`src/rtl/nv_nvdla_sdp_nrdma_ig_req_pkg.sv`:
```
// ---------------------------------------------------------------------------
// nv_nvdla_sdp_nrdma_ig_req_pkg
// Shared constants and types for the SDP NRDMA ingress request path.
//   LAT_DEPTH   : latency-FIFO entries; initial and maximum credit count
//   BURST_MAX   : max 64B entries per DMA read request (power of 2)
//   BURST_LOG2  : log2(BURST_MAX), width of the in-burst pointer offset
//   BURST_W     : width of a burst length (0..BURST_MAX)
//   REQ_SIZE_W  : width of the request size field (entries-1)
//   CREDIT_W    : width of the credit counter
//   ig_state_e  : request generator states
// ---------------------------------------------------------------------------
package nv_nvdla_sdp_nrdma_ig_req_pkg;

    localparam int LAT_DEPTH  = 160;
    localparam int BURST_MAX  = 8;
    localparam int BURST_LOG2 = $clog2(BURST_MAX);
    localparam int BURST_W    = BURST_LOG2 + 1;
    localparam int REQ_SIZE_W = 4;
    localparam int CREDIT_W   = 8;

    typedef enum logic {
        IDLE = 1'b0,
        REQ  = 1'b1
    } ig_state_e;

    // Entries left before the next BURST_MAX-aligned boundary.
    function automatic logic [BURST_W-1:0] burst_room(input logic [BURST_LOG2-1:0] ptr_low);
        return BURST_W'(BURST_MAX) - BURST_W'(ptr_low);
    endfunction

endpackage

```
`src/rtl/nv_nvdla_sdp_nrdma_credit_cnt.sv`:
```
// ---------------------------------------------------------------------------
// nv_nvdla_sdp_nrdma_credit_cnt
// Latency-FIFO credit counter. Starts full (LAT_DEPTH), decrements by the
// burst length when a request is accepted, increments by one per egress pop.
// A pop arriving while already full (and no accept in the same cycle) is
// dropped and flags credit_err, which stays set until reset.
// Ports:
//   nvdla_core_clk / nvdla_core_rst : clock, async active-high reset
//   take_en, take_num               : request accepted, entries reserved
//   give                            : one entry popped by egress
//   credit_cnt                      : current free credits (registered)
//   credit_next                     : credits after this cycle's updates
//   credit_err                      : sticky over-return flag
// ---------------------------------------------------------------------------
module nv_nvdla_sdp_nrdma_credit_cnt
    import nv_nvdla_sdp_nrdma_ig_req_pkg::*;
(
    input  logic                nvdla_core_clk,
    input  logic                nvdla_core_rst,
    input  logic                take_en,
    input  logic [BURST_W-1:0]  take_num,
    input  logic                give,
    output logic [CREDIT_W-1:0] credit_cnt,
    output logic [CREDIT_W-1:0] credit_next,
    output logic                credit_err
);

    localparam logic [CREDIT_W-1:0] CREDIT_FULL = CREDIT_W'(LAT_DEPTH);

    logic [CREDIT_W-1:0] credit_reg;
    logic                err_reg;
    logic                err_next;

    always_comb begin
        credit_next = credit_reg;
        err_next    = err_reg;
        if (give && !take_en && (credit_reg == CREDIT_FULL)) begin
            err_next = 1'b1;
        end else begin
            // An accept never exceeds the available credit, so no underflow.
            credit_next = credit_reg
                        - (take_en ? CREDIT_W'(take_num) : '0)
                        + CREDIT_W'(give);
        end
    end

    always_ff @(posedge nvdla_core_clk or posedge nvdla_core_rst) begin
        if (nvdla_core_rst) begin
            credit_reg <= CREDIT_FULL;
            err_reg    <= 1'b0;
        end else begin
            credit_reg <= credit_next;
            err_reg    <= err_next;
        end
    end

    assign credit_cnt = credit_reg;
    assign credit_err = err_reg;

endmodule

```
`src/rtl/nv_nvdla_sdp_nrdma_ig_req.sv`:
```
// ---------------------------------------------------------------------------
// nv_nvdla_sdp_nrdma_ig_req
// Ingress read-request generator for the SDP NRDMA path. Splits one surface
// read (cfg_size+1 entries of 64B starting at cfg_base_addr) into DMA read
// requests of up to BURST_MAX entries that never cross a BURST_MAX-aligned
// boundary. A request is only presented once the latency FIFO has credit for
// all of its entries, so every returning read has a slot.
// Ports:
//   nvdla_core_clk / nvdla_core_rst        : clock, async active-high reset
//   op_load, cfg_base_addr, cfg_size       : start pulse and surface config
//   dma_rd_req_valid/ready/addr/size       : DMA read request channel
//   lat_rd_pop                             : egress returned one credit
//   busy, op_done                          : operation status
//   credit_cnt, credit_err                 : free credits, sticky over-return
// ---------------------------------------------------------------------------
module nv_nvdla_sdp_nrdma_ig_req
    import nv_nvdla_sdp_nrdma_ig_req_pkg::*;
#(
    parameter int AW    = 64,
    parameter int CNT_W = 14
) (
    input  logic                  nvdla_core_clk,
    input  logic                  nvdla_core_rst,
    input  logic                  op_load,
    input  logic [AW-1:0]         cfg_base_addr,
    input  logic [CNT_W-1:0]      cfg_size,
    output logic                  dma_rd_req_valid,
    input  logic                  dma_rd_req_ready,
    output logic [AW-1:0]         dma_rd_req_addr,
    output logic [REQ_SIZE_W-1:0] dma_rd_req_size,
    input  logic                  lat_rd_pop,
    output logic                  busy,
    output logic                  op_done,
    output logic [CREDIT_W-1:0]   credit_cnt,
    output logic                  credit_err
);

    localparam int PW = AW - 6;     // entry pointer width
    localparam int RW = CNT_W + 1;  // remaining-entry counter width

    // Byte offset within an entry is meaningless for 64B-aligned requests.
    logic unused_addr_lsb;
    assign unused_addr_lsb = ^cfg_base_addr[5:0];

    ig_state_e              state_reg, state_next;
    logic [PW-1:0]          ptr_reg, ptr_next;
    logic [RW-1:0]          remain_reg, remain_next;
    logic                   valid_reg, valid_next;
    logic [AW-1:0]          addr_reg, addr_next;
    logic [REQ_SIZE_W-1:0]  size_reg, size_next;
    logic                   busy_reg, busy_next;
    logic                   op_done_reg, op_done_next;

    logic [BURST_W-1:0]     burst_cur;
    logic [BURST_W-1:0]     burst_next;
    logic                   accept;
    logic                   last_accept;
    logic [CREDIT_W-1:0]    credit_next;

    function automatic logic [BURST_W-1:0] calc_burst(
        input logic [BURST_LOG2-1:0] ptr_low,
        input logic [RW-1:0]         remain
    );
        logic [BURST_W-1:0] room;
        room = burst_room(ptr_low);
        if (remain < RW'(room)) begin
            return remain[BURST_W-1:0];
        end
        return room;
    endfunction

    // Burst of the request currently held (or about to be presented).
    assign burst_cur   = calc_burst(ptr_reg[BURST_LOG2-1:0], remain_reg);
    assign accept      = valid_reg && dma_rd_req_ready;
    assign last_accept = accept && (RW'(burst_cur) == remain_reg);

    nv_nvdla_sdp_nrdma_credit_cnt u_credit (
        .nvdla_core_clk (nvdla_core_clk),
        .nvdla_core_rst (nvdla_core_rst),
        .take_en        (accept),
        .take_num       (burst_cur),
        .give           (lat_rd_pop),
        .credit_cnt     (credit_cnt),
        .credit_next    (credit_next),
        .credit_err     (credit_err)
    );

    always_comb begin
        state_next   = state_reg;
        ptr_next     = ptr_reg;
        remain_next  = remain_reg;
        busy_next    = busy_reg;
        op_done_next = 1'b0;

        case (state_reg)
            IDLE: begin
                if (op_load) begin
                    state_next  = REQ;
                    ptr_next    = cfg_base_addr[AW-1:6];
                    remain_next = {1'b0, cfg_size} + RW'(1);
                    busy_next   = 1'b1;
                end
            end
            REQ: begin
                if (accept) begin
                    ptr_next    = ptr_reg + PW'(burst_cur);
                    remain_next = remain_reg - RW'(burst_cur);
                    if (last_accept) begin
                        state_next   = IDLE;
                        busy_next    = 1'b0;
                        op_done_next = 1'b1;
                    end
                end
            end
            default: begin
                state_next = IDLE;
            end
        endcase

        // Valid is decided one cycle ahead against next-cycle credit, so a
        // new request can follow an accepted one with no bubble. While a
        // request waits, ptr is frozen and credit cannot shrink, so the
        // request stays valid with the same address and size.
        burst_next = calc_burst(ptr_next[BURST_LOG2-1:0], remain_next);
        valid_next = (state_next == REQ) && (credit_next >= CREDIT_W'(burst_next));
        addr_next  = addr_reg;
        size_next  = size_reg;
        if (valid_next) begin
            addr_next = {ptr_next, 6'b0};
            size_next = REQ_SIZE_W'(burst_next - BURST_W'(1));
        end
    end

    always_ff @(posedge nvdla_core_clk or posedge nvdla_core_rst) begin
        if (nvdla_core_rst) begin
            state_reg   <= IDLE;
            ptr_reg     <= '0;
            remain_reg  <= '0;
            valid_reg   <= 1'b0;
            addr_reg    <= '0;
            size_reg    <= '0;
            busy_reg    <= 1'b0;
            op_done_reg <= 1'b0;
        end else begin
            state_reg   <= state_next;
            ptr_reg     <= ptr_next;
            remain_reg  <= remain_next;
            valid_reg   <= valid_next;
            addr_reg    <= addr_next;
            size_reg    <= size_next;
            busy_reg    <= busy_next;
            op_done_reg <= op_done_next;
        end
    end

    assign dma_rd_req_valid = valid_reg;
    assign dma_rd_req_addr  = addr_reg;
    assign dma_rd_req_size  = size_reg;
    assign busy             = busy_reg;
    assign op_done          = op_done_reg;

endmodule

```
`config.mk`:
```
export PLATFORM = sky130hd
export DESIGN_NAME = nv_nvdla_sdp_nrdma_ig_req
export DESIGN_NICKNAME = d
export VERILOG_FILES = /design/src/rtl/nv_nvdla_sdp_nrdma_ig_req_pkg.sv /design/src/rtl/nv_nvdla_sdp_nrdma_credit_cnt.sv /design/src/rtl/nv_nvdla_sdp_nrdma_ig_req.sv
export SDC_FILE = /design/constraint.sdc
export NUM_CORES = 1
export LEC_CHECK = 0
export ABC_AREA = 1
export CAP_MARGIN = 20
export CORE_UTILIZATION = 55
export CTS_BUF_LIST = sky130_fd_sc_hd__clkbuf_2 sky130_fd_sc_hd__clkbuf_4 sky130_fd_sc_hd__clkbuf_8
export CTS_CLUSTER_DIAMETER = 60
export DETAILED_ROUTE_END_ITERATION = 8
export GPL_TIMING_DRIVEN = 1
export PLACE_DENSITY = 0.84
export SYNTH_ARGS = -nofsm -noshare
export SYNTH_HDL_FRONTEND = slang
export SYNTH_SLANG_ARGS = --single-unit
```
`constraint.sdc`:
```
create_clock -name nvdla_core_clk -period 7.5 [get_ports nvdla_core_clk]
set_clock_uncertainty 0.2 [all_clocks]
set_input_delay 1.5 -clock nvdla_core_clk [delete_from_list [all_inputs] [get_ports nvdla_core_clk]]
set_output_delay 1.5 -clock nvdla_core_clk [all_outputs]
set_load 0.05 [all_outputs]
```
==> flow_summary.toml <==
[grt]
antenna_found_initial = 0
grt_util_all_layers_pct = 29.9
grt_pass1_vias = 8761
grt_max_degree = 87
grt_pass1_wl_mm = 42.2
grt-ovfl-total = 0

[logic_synthesis]
async_flop_share_pct = 100
yosys-mux-area-fraction_pct = 0
yosys.cell_types.count = 47
synthSimpleGateAreaFrac_pct = 32.7
syn-mean-instance-area_sq_um = 7.28
seq_area_frac_synth_pct = 39.4
synth_ff_type = "dfrtp_1"
synth_area_sq_um = 9400
ys_ff_latch = 148
ys_warn_count = 0
synth_top_family_by_area = "simple AND/OR/NAND/NOR gates"
synth-edff-count = 0
synth_compound_area_share_pct = 10.0
syn-instance-count = 1291
synth_xor_area_share_pct = 4.29
synth_adder_area_share_pct = 5.16

[critical_path]
critPathMostFrequentCell = "nand2_1"
path_class = "reg2reg"
cpMaxStageDelayCell = "fa_1"
arrival_ps = 6960
crit_path_start_kind = "flip-flop"
slowest_delay_ps = 510
cp_max_fo = 63
critPathRequiredTime_ps = 7700
crit_path_end_kind = "flip-flop"

[timing]
worst_pin_slew_ps = 796
maxSlewHeadroom_pct = 46.9
final.min_clock_period_ps = 6760
setup_viol = 0
timing.final.ws_setup_ps = 745
rsz0062_at_grt = "false"
fin_crit_sh_pct = 90.1
slew_viol_final = 0
tns_ps = 0
hold_violations = 0
max_freq_mhz = 148

[placed_design]
dpl_worst_slack_ps = 348
portBuffers = 150
hpwl_mm = 18.0
gp_congestion = 0.933

[clocking]
cts-root-buf = "clkbuf_8"
post_cts_buffers = 0
numCtsBuffers = 17
path_clk_slew_ps = 90
cts.hold.buffers_added = 0
htreeDepth = 4
clockBufferDepth = 2
cts_tree = "done"
post_cts_resized = 0
clk_latency_ps = 460
clkSinkCount = 148

[floorplan]
start_util_pct = 56.5
die-area_sq_um = 17600
core_sq_um = 16600
rows = 47
ios = 163
die_y_um = 133
die_w_um = 133

[final_layout]
multi_input_area_sq_um = 4930
nFillCells = 1432
final_cell_mix = "442 x nand2_1, 150 x clkdlybuf4s50_1, 146 x dfrtp_1"
mostFrequentLayoutCell = "nand2_1"
nets = 1550
layout-drive-gt1-share_pct = 5.56
regArea_sq_um = 3710
area_growth_pct = 21.8
diodes = 0

[routing]
viasPerCell = 5.47
ant_nets = 0
first_iter_violations = 542
num_vias = 9086
drtPass1Iterations = 6
drt_wl_total_mm = 25.2
post_drt_wl_per_cell_um = 15.2
drc = 0

[job]
drv_cap = 0

[pwr]
powerDensity_nw_per_um2 = 412
p_leak_nw = 5.53
ir_drop_uv = 307

[min_path]
hold_class = "reg2reg"

[status]
outcome = "finished clean"
-- Yosys cell counts, drive strengths merged (10+ instances only) --
cell,n,area [sq um]
buf,31,173
a22oi,58,435
nand2,448,1700
nand3,71,360
ha,34,425
nor2,106,435
nor3,35,190
a21oi,27,150
xor2,37,324
o21ai,44,220
nand4,33,206
clkbuf,11,48.8
dfrtp,146,3650
or2,10,62.6
inv,150,563
nor4,12,75.1
-- metal layers --
metal	routed length, um	track usage, %	vias to the layer above
met5	0	0	-
met4	622	10.8	0
met3	1250	4.71	44
met2	12000	49.4	254
met1	11300	39.8	4332
li1	-	-	4456
-- cell type report --
type / count / share of cell area, %
repair buffers: 157 / 13.8
multi-input cells: 955 / 43.1
inverters: 151 / 5.00
well taps: 220 / 2.40
flip-flops and latches: 148 / 32.4
clock buffers: 21 / 2.42
clock inverters: 8 / 0.918
-- critical path: cells and delay by family (launching register included) --
| family | cells | cell delay [ps] |
|---|---|---|
| flops | 1 | 420 |
| fa+ha+maj | 6 | 1750 |
| simple gates | 16 | 1760 |
| xor+xnor | 2 | 490 |
| compound gates | 7 | 1430 |
| buf+inv | 6 | 650 |
-- cells by family after synthesis --
group	count (synthesis)
other	1
AND/OR/NAND/NOR	719
AO/OA/AOI/OAI	147
XOR/XNOR	46
buffers and inverters	193
adder cells (fa/ha/maj)	37
flip-flops	148
-- report_power, final --
group	switching [mW]	internal, mW
registers	0.227	1.06
clock network	0.300	0.315
logic	1.84	0.969
-- final timing paths --
check / from / end / slack [ps] / cells after the start
worst max register to register: ptr_reg[0] / dma_rd_req_addr[6] / 740 / 37
worst min register to register: dma_rd_req_addr[21] / dma_rd_req_addr[21] / 280 / 2
worst min-delay path: dma_rd_req_addr[21] / dma_rd_req_addr[21] / 280 / 2
worst max-delay path: ptr_reg[0] / dma_rd_req_addr[6] / 740 / 37
min in group asynchronous: nvdla_core_rst / dma_rd_req_addr[20] / 1350 / 2
max in group asynchronous: nvdla_core_rst / dma_rd_req_addr[47] / 4410 / 3
-- metrics by stage --
step / area, sq um / utilization [%] / power [mW] / std cells / hold WS (ps)
after CTS: 11400 / 68.7 / 4.72 / 1660 / 281
after global placement: 11000 / 66.4 / 3.99 / 1631 / 254
after global routing: 11400 / 68.8 / 5.11 / 1660 / 299
after floorplan: 9420 / - / 3.30 / 1296 / 326
final: 11400 / 68.8 / 4.72 / 1660 / 278
after detailed placement: 11000 / 66.4 / 4.08 / 1631 / 250
Note: power is estimated with default switching activity, not from simulation.
